[config.mk]
export PLATFORM = sky130hd
export DESIGN_NAME = fetch_ifid
export DESIGN_NICKNAME = d
export VERILOG_FILES = /design/src/rtl/fetch_ifid.sv
export SDC_FILE = /design/constraint.sdc
export NUM_CORES = 1
export LEC_CHECK = 0
export CORE_MARGIN = 1
export CORE_UTILIZATION = 59
export CTS_BUF_LIST = sky130_fd_sc_hd__clkbuf_8
export DETAILED_ROUTE_END_ITERATION = 8
export PLACE_DENSITY = 0.88
export SLEW_MARGIN = 5
export SYNTH_ARGS = -nofsm -noshare
export SYNTH_HDL_FRONTEND = slang
export SYNTH_SLANG_ARGS = --single-unit
export TNS_END_PERCENT = 10
[constraint.sdc]
create_clock -name clk -period 4.9 [get_ports clk]
set_input_delay 0.98 -clock clk [delete_from_list [all_inputs] [get_ports clk]]
set_output_delay 0.98 -clock clk [all_outputs]
set_load 0.01 [all_outputs]
[src/rtl/fetch_ifid.sv]
// fetch_ifid: instruction fetch stage plus IF/ID pipeline register.
// Owns the fetch PC and drives a variable-latency instruction memory through a
// request/ready handshake. Hazard stalls are absorbed by a one-entry skid buffer.
// Wrong-path fetches are squashed on decode redirects.
// Optional feature: define FETCH_ALIGN_CHK_EN so that a misaligned redirect sets a sticky err.
module fetch_ifid #(
    parameter logic [15:0] RESET_PC = 16'h0000,
    parameter logic [15:0] NOP      = 16'h0800
) (
    input  logic        clk,
    input  logic        rst,
    input  logic        stall,
    input  logic        redirect,
    input  logic [15:0] redirectPC,
    input  logic        haltIn,
    output logic        imemEn,
    output logic [15:0] imemAddr,
    input  logic        imemRdy,
    input  logic [15:0] imemData,
    output logic [15:0] instr,
    output logic [15:0] PC,
    output logic        valid,
    output logic        err
);

    localparam int unsigned XLEN = 16;

`ifdef FETCH_ALIGN_CHK_EN
    localparam bit ALIGN_CHK = 1'b1;
`else
    localparam bit ALIGN_CHK = 1'b0;
`endif

    typedef enum logic [1:0] {
        S_FETCH = 2'd0,
        S_DRAIN = 2'd1,
        S_HALT  = 2'd2
    } state_t;

    state_t            state_q, state_d;
    logic [XLEN-1:0]   fetch_pc_q, fetch_pc_d;
    logic [XLEN-1:0]   pend_pc_q, pend_pc_d;
    logic              halt_pend_q, halt_pend_d;
    logic [XLEN-1:0]   buf_instr_q, buf_instr_d;
    logic [XLEN-1:0]   buf_pc_q, buf_pc_d;
    logic              buf_valid_q, buf_valid_d;
    logic [XLEN-1:0]   ifid_instr_q, ifid_instr_d;
    logic [XLEN-1:0]   ifid_pc_q, ifid_pc_d;
    logic              ifid_valid_q, ifid_valid_d;
    logic              err_q, err_d;

    logic              rsp_c;
    logic [XLEN-1:0]   fetch_pc_inc_c;
    logic [XLEN-1:0]   target_c;

    // Memory request decoded from registered state; held stable until imemRdy.
    assign imemEn   = ((state_q == S_FETCH) && !buf_valid_q) || (state_q == S_DRAIN);
    assign imemAddr = fetch_pc_q;

    assign rsp_c          = imemEn & imemRdy;
    assign fetch_pc_inc_c = fetch_pc_q + XLEN'(2);
    assign target_c       = {redirectPC[XLEN-1:1], 1'b0};

    assign instr = ifid_instr_q;
    assign PC    = ifid_pc_q;
    assign valid = ifid_valid_q;
    assign err   = err_q;

    // Next-state: halt beats redirect, redirect beats stall; HALT is left only by reset.
    always_comb begin
        state_d      = state_q;
        fetch_pc_d   = fetch_pc_q;
        pend_pc_d    = pend_pc_q;
        halt_pend_d  = halt_pend_q;
        buf_instr_d  = buf_instr_q;
        buf_pc_d     = buf_pc_q;
        buf_valid_d  = buf_valid_q;
        ifid_instr_d = ifid_instr_q;
        ifid_pc_d    = ifid_pc_q;
        ifid_valid_d = ifid_valid_q;
        err_d        = err_q;

        if (state_q == S_HALT) begin
            state_d = S_HALT;
        end else if (haltIn) begin
            ifid_instr_d = NOP;
            ifid_valid_d = 1'b0;
            buf_valid_d  = 1'b0;
            if (imemEn && !imemRdy) begin
                // Let the outstanding request complete before stopping.
                halt_pend_d = 1'b1;
                state_d     = S_DRAIN;
            end else begin
                state_d = S_HALT;
            end
        end else if (redirect && !halt_pend_q) begin
            ifid_instr_d = NOP;
            ifid_valid_d = 1'b0;
            buf_valid_d  = 1'b0;
            if (ALIGN_CHK && redirectPC[0]) begin
                err_d = 1'b1;
            end
            if (rsp_c || !imemEn) begin
                fetch_pc_d = target_c;
                state_d    = S_FETCH;
            end else begin
                pend_pc_d = target_c;
                state_d   = S_DRAIN;
            end
        end else if (state_q == S_DRAIN) begin
            // Wrong-path data is discarded; IF/ID already holds a bubble.
            if (rsp_c) begin
                if (halt_pend_q) begin
                    state_d = S_HALT;
                end else begin
                    fetch_pc_d = pend_pc_q;
                    state_d    = S_FETCH;
                end
            end
        end else begin
            if (buf_valid_q) begin
                if (!stall) begin
                    ifid_instr_d = buf_instr_q;
                    ifid_pc_d    = buf_pc_q;
                    ifid_valid_d = 1'b1;
                    buf_valid_d  = 1'b0;
                end
            end else if (rsp_c) begin
                if (stall) begin
                    buf_instr_d = imemData;
                    buf_pc_d    = fetch_pc_inc_c;
                    buf_valid_d = 1'b1;
                end else begin
                    ifid_instr_d = imemData;
                    ifid_pc_d    = fetch_pc_inc_c;
                    ifid_valid_d = 1'b1;
                end
                fetch_pc_d = fetch_pc_inc_c;
            end else if (!stall) begin
                // No instruction arrived: hand decode a bubble rather than a repeat.
                ifid_instr_d = NOP;
                ifid_valid_d = 1'b0;
            end
        end
    end

    // State and pipeline registers with asynchronous active-low reset.
    always_ff @(posedge clk or negedge rst) begin
        if (!rst) begin
            state_q      <= S_FETCH;
            fetch_pc_q   <= RESET_PC;
            pend_pc_q    <= '0;
            halt_pend_q  <= 1'b0;
            buf_instr_q  <= '0;
            buf_pc_q     <= '0;
            buf_valid_q  <= 1'b0;
            ifid_instr_q <= NOP;
            ifid_pc_q    <= '0;
            ifid_valid_q <= 1'b0;
            err_q        <= 1'b0;
        end else begin
            state_q      <= state_d;
            fetch_pc_q   <= fetch_pc_d;
            pend_pc_q    <= pend_pc_d;
            halt_pend_q  <= halt_pend_d;
            buf_instr_q  <= buf_instr_d;
            buf_pc_q     <= buf_pc_d;
            buf_valid_q  <= buf_valid_d;
            ifid_instr_q <= ifid_instr_d;
            ifid_pc_q    <= ifid_pc_d;
            ifid_valid_q <= ifid_valid_d;
            err_q        <= err_d;
        end
    end

endmodule
==> impl_metrics.json, run 1 <==
{
  "fp.dieW_um": 94.4,
  "worstPathCellList": "nand2b_1 > and2_1 > and4_2 > mux2_2",
  "slowest_stage": "and4_2",
  "cts.clk_slew.worst_paths_ns": 0.11,
  "critPathCaptureType": "flop",
  "cts_tree": "yes",
  "cts-root-buf": "clkbuf_8",
  "start_kind": "flop",
  "synth_edf_count": 0,
  "setup_viol": 0,
  "power_density_nw_per_um2": 353,
  "port_buffers": 84,
  "vias": 4009,
  "min_period_over_period_pct": 66.0,
  "vias_per_cell": 6.50,
  "multi_input_area_um2": 2380,
  "netlist_top_cells_area": "dfrtp_1 (48%), mux2_4 (7.4%), mux2_2 (5.4%), o21ai_0 (3.1%), a22oi_1 (2.7%)",
  "die_area_um2": 8920,
  "hold_path_class": "reg -> reg",
  "clock.fmax_mhz": 309,
  "max-slew-margin-rel_pct": 30.1,
  "rsz0062_at_grt": "no",
  "wl_um": 12100,
  "wl_per_cell_um": 19.6,
  "cp_data_required_time_ns": 5.17,
  "regArea_um2": 2430,
  "drive_gt1_share_pct": 17.8,
  "synth_top_area_share_pct": 47.7,
  "cap_viol_max_count": 0,
  "drt_pass1_iterations": 5,
  "async_reset_ff_share_pct": 100,
  "initial_core_util_pct": 61.0,
  "path_class": "reg -> reg",
  "critical-path-max-stage-delay_ns": 0.96,
  "cts_sinks": 97,
  "fp.coreArea_um2": 8260,
  "die_h_um": 94.4,
  "cts_hold_buf": 0,
  "overflow": 0,
  "track_usage_pct": 28.5,
  "status": "finished, final reports clean",
  "drt_first_iter_violations": 307,
  "setup_tns_ns": 0,
  "timing.final.max_slew_violations": 0,
  "layout_commonest_cell": "dfrtp_1",
  "ys.flop_type": "dfrtp_1",
  "avgSynthCellArea_um2": 11.5,
  "synthToLayoutAreaGrowth_pct": 20.2,
  "place_congestion": 0.887,
  "clk_path_buf_depth": 2,
  "io_pins": 89,
  "rows": 33,
  "drc_errors": 0,
  "arrival_ns": 3.50,
  "cts_setup_buffers": 0,
  "fin_nets": 546,
  "mostFrequentLayoutCells": "dfrtp_1 (96), clkdlybuf4s50_1 (83), o21ai_0 (31), mux2_4 (25), mux2_2 (24)",
  "post_cts_resized": 0,
  "postRouteAntennaNets": 0,
  "grt_pass1_wl_um": 19500,
  "antenna_found_initial": 0,
  "yosysWarningCount": 0,
  "place_area_um2": 5870,
  "dpl.hpwl_um": 8460,
  "insertion_delay_ns": 0.37,
  "grt_max_degree": 63,
  "synth_seq_cells": 97,
  "fin_worst_skew_ns": 0.0177,
  "synth_top_area_cell": "dfrtp_1",
  "synth_cells": 439,
  "fill_cells": 573,
  "ys_types": 69,
  "grt_pass1_vias": 3800,
  "leakagePower_nw": 2.54,
  "postLayoutCellArea_um2": 6060,
  "synthesis.area_um2": 5040,
  "yosysSeqAreaShare_pct": 48.2,
  "hold_viol_final": 0,
  "cts_buffers": 9,
  "antenna_cells": 0,
  "timing_worst_slew_pin_value_ns": 1.05,
  "fin_crit_ns": 3.23,
  "cp_max_fo": 31,
  "ir_drop_mv": 0.201,
  "htreeDepth": 3
}
==> state kept, by name, indices dropped and copies added (netlist names) <==
name,flops
valid,1
imemAddr,15
PC,15
buf_instr_q,16
buf_valid_q,1
halt_pend_q,1
pend_pc_q,15
instr,16
buf_pc_q,15
state_q,2
==> layer usage <==
metal	GRT usage [%]	vias to the layer above	wire length (µm)
met5	0	-	0
met4	9.49	0	207
met3	4.03	22	683
met2	43.2	174	5830
met1	42.0	2014	5380
li1	-	1799	-
==> metrics by stage <==
stage	hold slack, ns	power (mW)	cells	util, %	setup slack [ns]
global placement	0.471	1.60	601	71.0	1.44
finish	0.497	2.14	617	73.3	1.67
global route	0.515	2.24	617	73.3	1.54
floorplan	0.473	1.35	441	-	2.60
detailed placement	0.473	1.63	601	71.0	1.35
CTS	0.503	2.13	617	73.3	1.74
==> area by class of cell <==
| cell class | count | share of cell area, % |
|---|---|---|
| Sequential cell | 97 | 40.1 |
| Timing Repair Buffer | 89 | 14.5 |
| Tap cell | 105 | 2.17 |
| Clock inverter | 7 | 1.12 |
| Multi-Input combinational cell | 298 | 39.4 |
| Inverter | 12 | 0.744 |
| Clock buffer | 9 | 2.05 |
==> critical path, delay by kind of cell, from the launching register on <==
kind             cells  cell delay, ns
multiplexers         1            0.43
flip-flops           1            0.67
AND/OR/NAND/NOR      3            2.01
==> report_power, final <==
part | switching, mW | total, mW | internal [mW]
logic | 0.313 | 0.613 | 0.300
clock network | 0.314 | 0.514 | 0.200
registers | 0.122 | 1.01 | 0.891
==> cells in the mapped netlist (all sizes together) (2+ instances only) <==
cell type and number:
or2 3, o221ai 2, a21o 3, xor2 4, a221oi 12, o22ai 2, mux2i 9, a21boi 2
nor3b 2, a31oi 6, nor2 17, nand4 8, and2 2, and4 3, o2bb2ai 15, o31ai 8
a31o 3, xnor2 3, a2bb2oi 7, o21a 3, o211ai 7, nand2 15, buf 24, nor4 4
or4 2, inv 12, nor2b 2, o22a 2, nor3 5, dfrtp 96, o21ai 32, mux2 50
nand2b 8, o31a 3, a21oi 7, or3 9, nand3 7, clkbuf 10, a22oi 18
==> logic make-up after synthesis <==
family                   count (synthesis)  synth area share [%]
AO/OA/AOI/OAI                          139                  20.5
flip-flops                              97                  48.2
AND/OR/NAND/NOR                         89                  10.3
multiplexers                            59                  14.8
buffers and inverters                   46                  4.67
XOR/XNOR                                 7                  1.22
adder cells (fa/ha/maj)                  1                 0.248
other                                    1                0.0744
==> final timing paths <==
check	from	to	slack, ns	cells past startpoint
max	state_q[1]$_DFFE_PN0P_	buf_instr_q[15]$_DFFE_PN0P_	1.67	4
min	instr[1]$_DFFE_PN0P_	instr[1]$_DFFE_PN0P_	0.50	1
max reg2reg	state_q[1]$_DFFE_PN0P_	buf_instr_q[15]$_DFFE_PN0P_	1.67	4
min reg2reg	instr[1]$_DFFE_PN0P_	instr[1]$_DFFE_PN0P_	0.50	1
max in group asynchronous	rst	instr[11]$_DFFE_PN1P_	3.26	2
min in group asynchronous	rst	PC[3]$_DFFE_PN0P_	0.68	1
Note: power is estimated with default switching activity, not from simulation.
==> run 2: changes to the inputs <==
--- a/config.mk
+++ b/config.mk
@@ -6,10 +6,10 @@
 export NUM_CORES = 1
 export LEC_CHECK = 0
 export CORE_MARGIN = 1
-export CORE_UTILIZATION = 59
+export CORE_UTILIZATION = 50
 export CTS_BUF_LIST = sky130_fd_sc_hd__clkbuf_8
 export DETAILED_ROUTE_END_ITERATION = 8
-export PLACE_DENSITY = 0.88
+export PLACE_DENSITY = 0.79
 export SLEW_MARGIN = 5
 export SYNTH_ARGS = -nofsm -noshare
 export SYNTH_HDL_FRONTEND = slang
==> constraint.sdc (replaced) <==
create_clock -name clk -period 2.71 [get_ports clk]
set_input_delay 0.542 -clock clk [delete_from_list [all_inputs] [get_ports clk]]
set_output_delay 0.542 -clock clk [all_outputs]
set_load 0.01 [all_outputs]
==> run 2 against run 1 <==
Effect of this change:
- cell area grew 3.8%
- count of clock-buffer cells in the layout grew 1
- largest power group unchanged
- cell count grew 7.6%
- sequential cell count is the same
- sequential share of layout area shrank 1.5 points
- critical endpoint is now imemEn
==> impl_metrics.json, run 2 (synthesis gave the netlist of run 1 again) <==
{
  "status": "finished, final reports clean",
  "grt_pass1_vias": 4029,
  "antenna_cells": 0,
  "start_kind": "flop",
  "postRouteAntennaNets": 0,
  "cts_tree": "yes",
  "insertion_delay_ns": 0.38,
  "drt_pass1_iterations": 5,
  "clk_path_buf_depth": 2,
  "dpl.hpwl_um": 8920,
  "htreeDepth": 3,
  "rsz0062_at_grt": "no",
  "wl_per_cell_um": 18.7,
  "wl_um": 12400,
  "cts_buffers": 9,
  "rr_startpoint": "imemAddr[1]$_DFFE_PN0P_",
  "die_area_um2": 10500,
  "post_cts_resized": 0,
  "hold_viol_final": 0,
  "power_density_nw_per_um2": 626,
  "cts_setup_buffers": 0,
  "drive_gt1_share_pct": 20.3,
  "drc_errors": 0,
  "p_total_mw": 3.94,
  "setup_tns_ns": 0,
  "ir_drop_mv": 0.408,
  "path_class": "reg -> out",
  "cts_sinks": 97,
  "regToRegSetupSlack_ns": 0.31,
  "clock.fmax_mhz": 404,
  "fp.dieW_um": 102,
  "synthToLayoutAreaGrowth_pct": 24.7,
  "min_period_over_period_pct": 91.3,
  "mostFrequentLayoutCells": "dfrtp_1 (96), clkdlybuf4s50_1 (83), o21ai_0 (31), mux2_4 (25), mux2_2 (24)",
  "grt_pass1_wl_um": 20300,
  "max-slew-margin-rel_pct": 62.0,
  "fin_crit_ns": 2.48,
  "initial_core_util_pct": 51.6,
  "fin_worst_skew_ns": 0.0138,
  "dp.cells": 647,
  "antenna_found_initial": 0,
  "io_pins": 89,
  "cp_max_fo": 13,
  "reg2reg_to": "PC[15]$_DFFE_PN0P_",
  "cap_viol_max_count": 0,
  "rows": 36,
  "fp.coreArea_um2": 9770,
  "place_congestion": 0.852,
  "finish.utilization_pct": 64.3,
  "fin_cells": 664,
  "overflow": 0,
  "timing.final.max_slew_violations": 0,
  "endpoint": "imemEn",
  "layout_commonest_cell": "dfrtp_1",
  "timing_worst_slew_pin_value_ns": 0.565,
  "cp_data_required_time_ns": 2.17,
  "cts.clk_slew.worst_paths_ns": 0.09,
  "drt_first_iter_violations": 289,
  "cts-root-buf": "clkbuf_8",
  "die_h_um": 102,
  "min_delay_path_depth": 1,
  "critPathCaptureType": "output pin",
  "grt_max_degree": 50,
  "vias_per_cell": 6.05,
  "worst_r2r_path_depth": 5,
  "setup_viol": 0,
  "crit_start": "buf_valid_q$_DFFE_PN0P_",
  "fin_nets": 565,
  "vias": 4014,
  "arrival_ns": 1.93,
  "hold_path_class": "reg -> reg",
  "leakagePower_nw": 2.65,
  "port_buffers": 84,
  "track_usage_pct": 25.3
}
-- run 2: where the power goes --
part / total (mW) / internal, mW / switching, mW
combinational: 1.12 / 0.555 / 0.560
clock: 0.982 / 0.456 / 0.526
sequential: 1.84 / 1.61 / 0.228
-- run 2: worst min-delay path by stage --
stage / startpoint / end / slack (ns)
final: instr[2]$_DFFE_PN0P_ / instr[2]$_DFFE_PN0P_ / 0.49
after global routing: instr[2]$_DFFE_PN0P_ / instr[2]$_DFFE_PN0P_ / 0.50
after CTS: instr[2]$_DFFE_PN0P_ / instr[2]$_DFFE_PN0P_ / 0.50
after detailed placement: rst / pend_pc_q[8]$_DFFE_PN0P_ / 0.41
after global placement: rst / pend_pc_q[2]$_DFFE_PN0P_ / 0.41
after floorplan: rst / PC[10]$_DFFE_PN0P_ / 0.25
-- run 2: routing by layer --
| layer | vias up | part of all wire, % | global-route usage [%] |
|---|---|---|---|
| met5 | - | 0 | 0 |
| met4 | 0 | 1.8 | 9.45 |
| met3 | 21 | 6.1 | 5.61 |
| met2 | 159 | 48 | 38.8 |
| met1 | 1993 | 44 | 35.1 |
| li1 | 1841 | - | - |
-- run 2: through the flow --
step / hold WS, ns / area, µm² / worst slack, ns
after global routing: 0.504 / 6290 / 0.105
after floorplan: 0.246 / 5050 / 0.844
final: 0.491 / 6290 / 0.235
after global placement: 0.408 / 6070 / 0.146
after CTS: 0.496 / 6290 / 0.224
after detailed placement: 0.405 / 6070 / 0.102
-- run 2: worst max-delay path, stage by stage (launching register included) --
cell and delay, ns:
dfrtp_1 0.64, nor2b_1 0.33, nor2_1 0.07, clkdlybuf4s50_1 0.52
-- run 2: final cells by class --
class                      instances  area [µm²]
fill                             763        3490
sequential                        97        2430
multi-input combinational        298        2380
timing repair buffer             108        1060
tap                              133         166
clock buffer                      10         138
clock inverter                     6        65.1
inverter                          12        45.0
-- run 2: timing repair --
action / 4_1_cts / 5_1_grt
endpoints found under the setup margin: 0 / 0
hold buffers: 1 / 0
endpoints found under the hold margin: 5 / 0
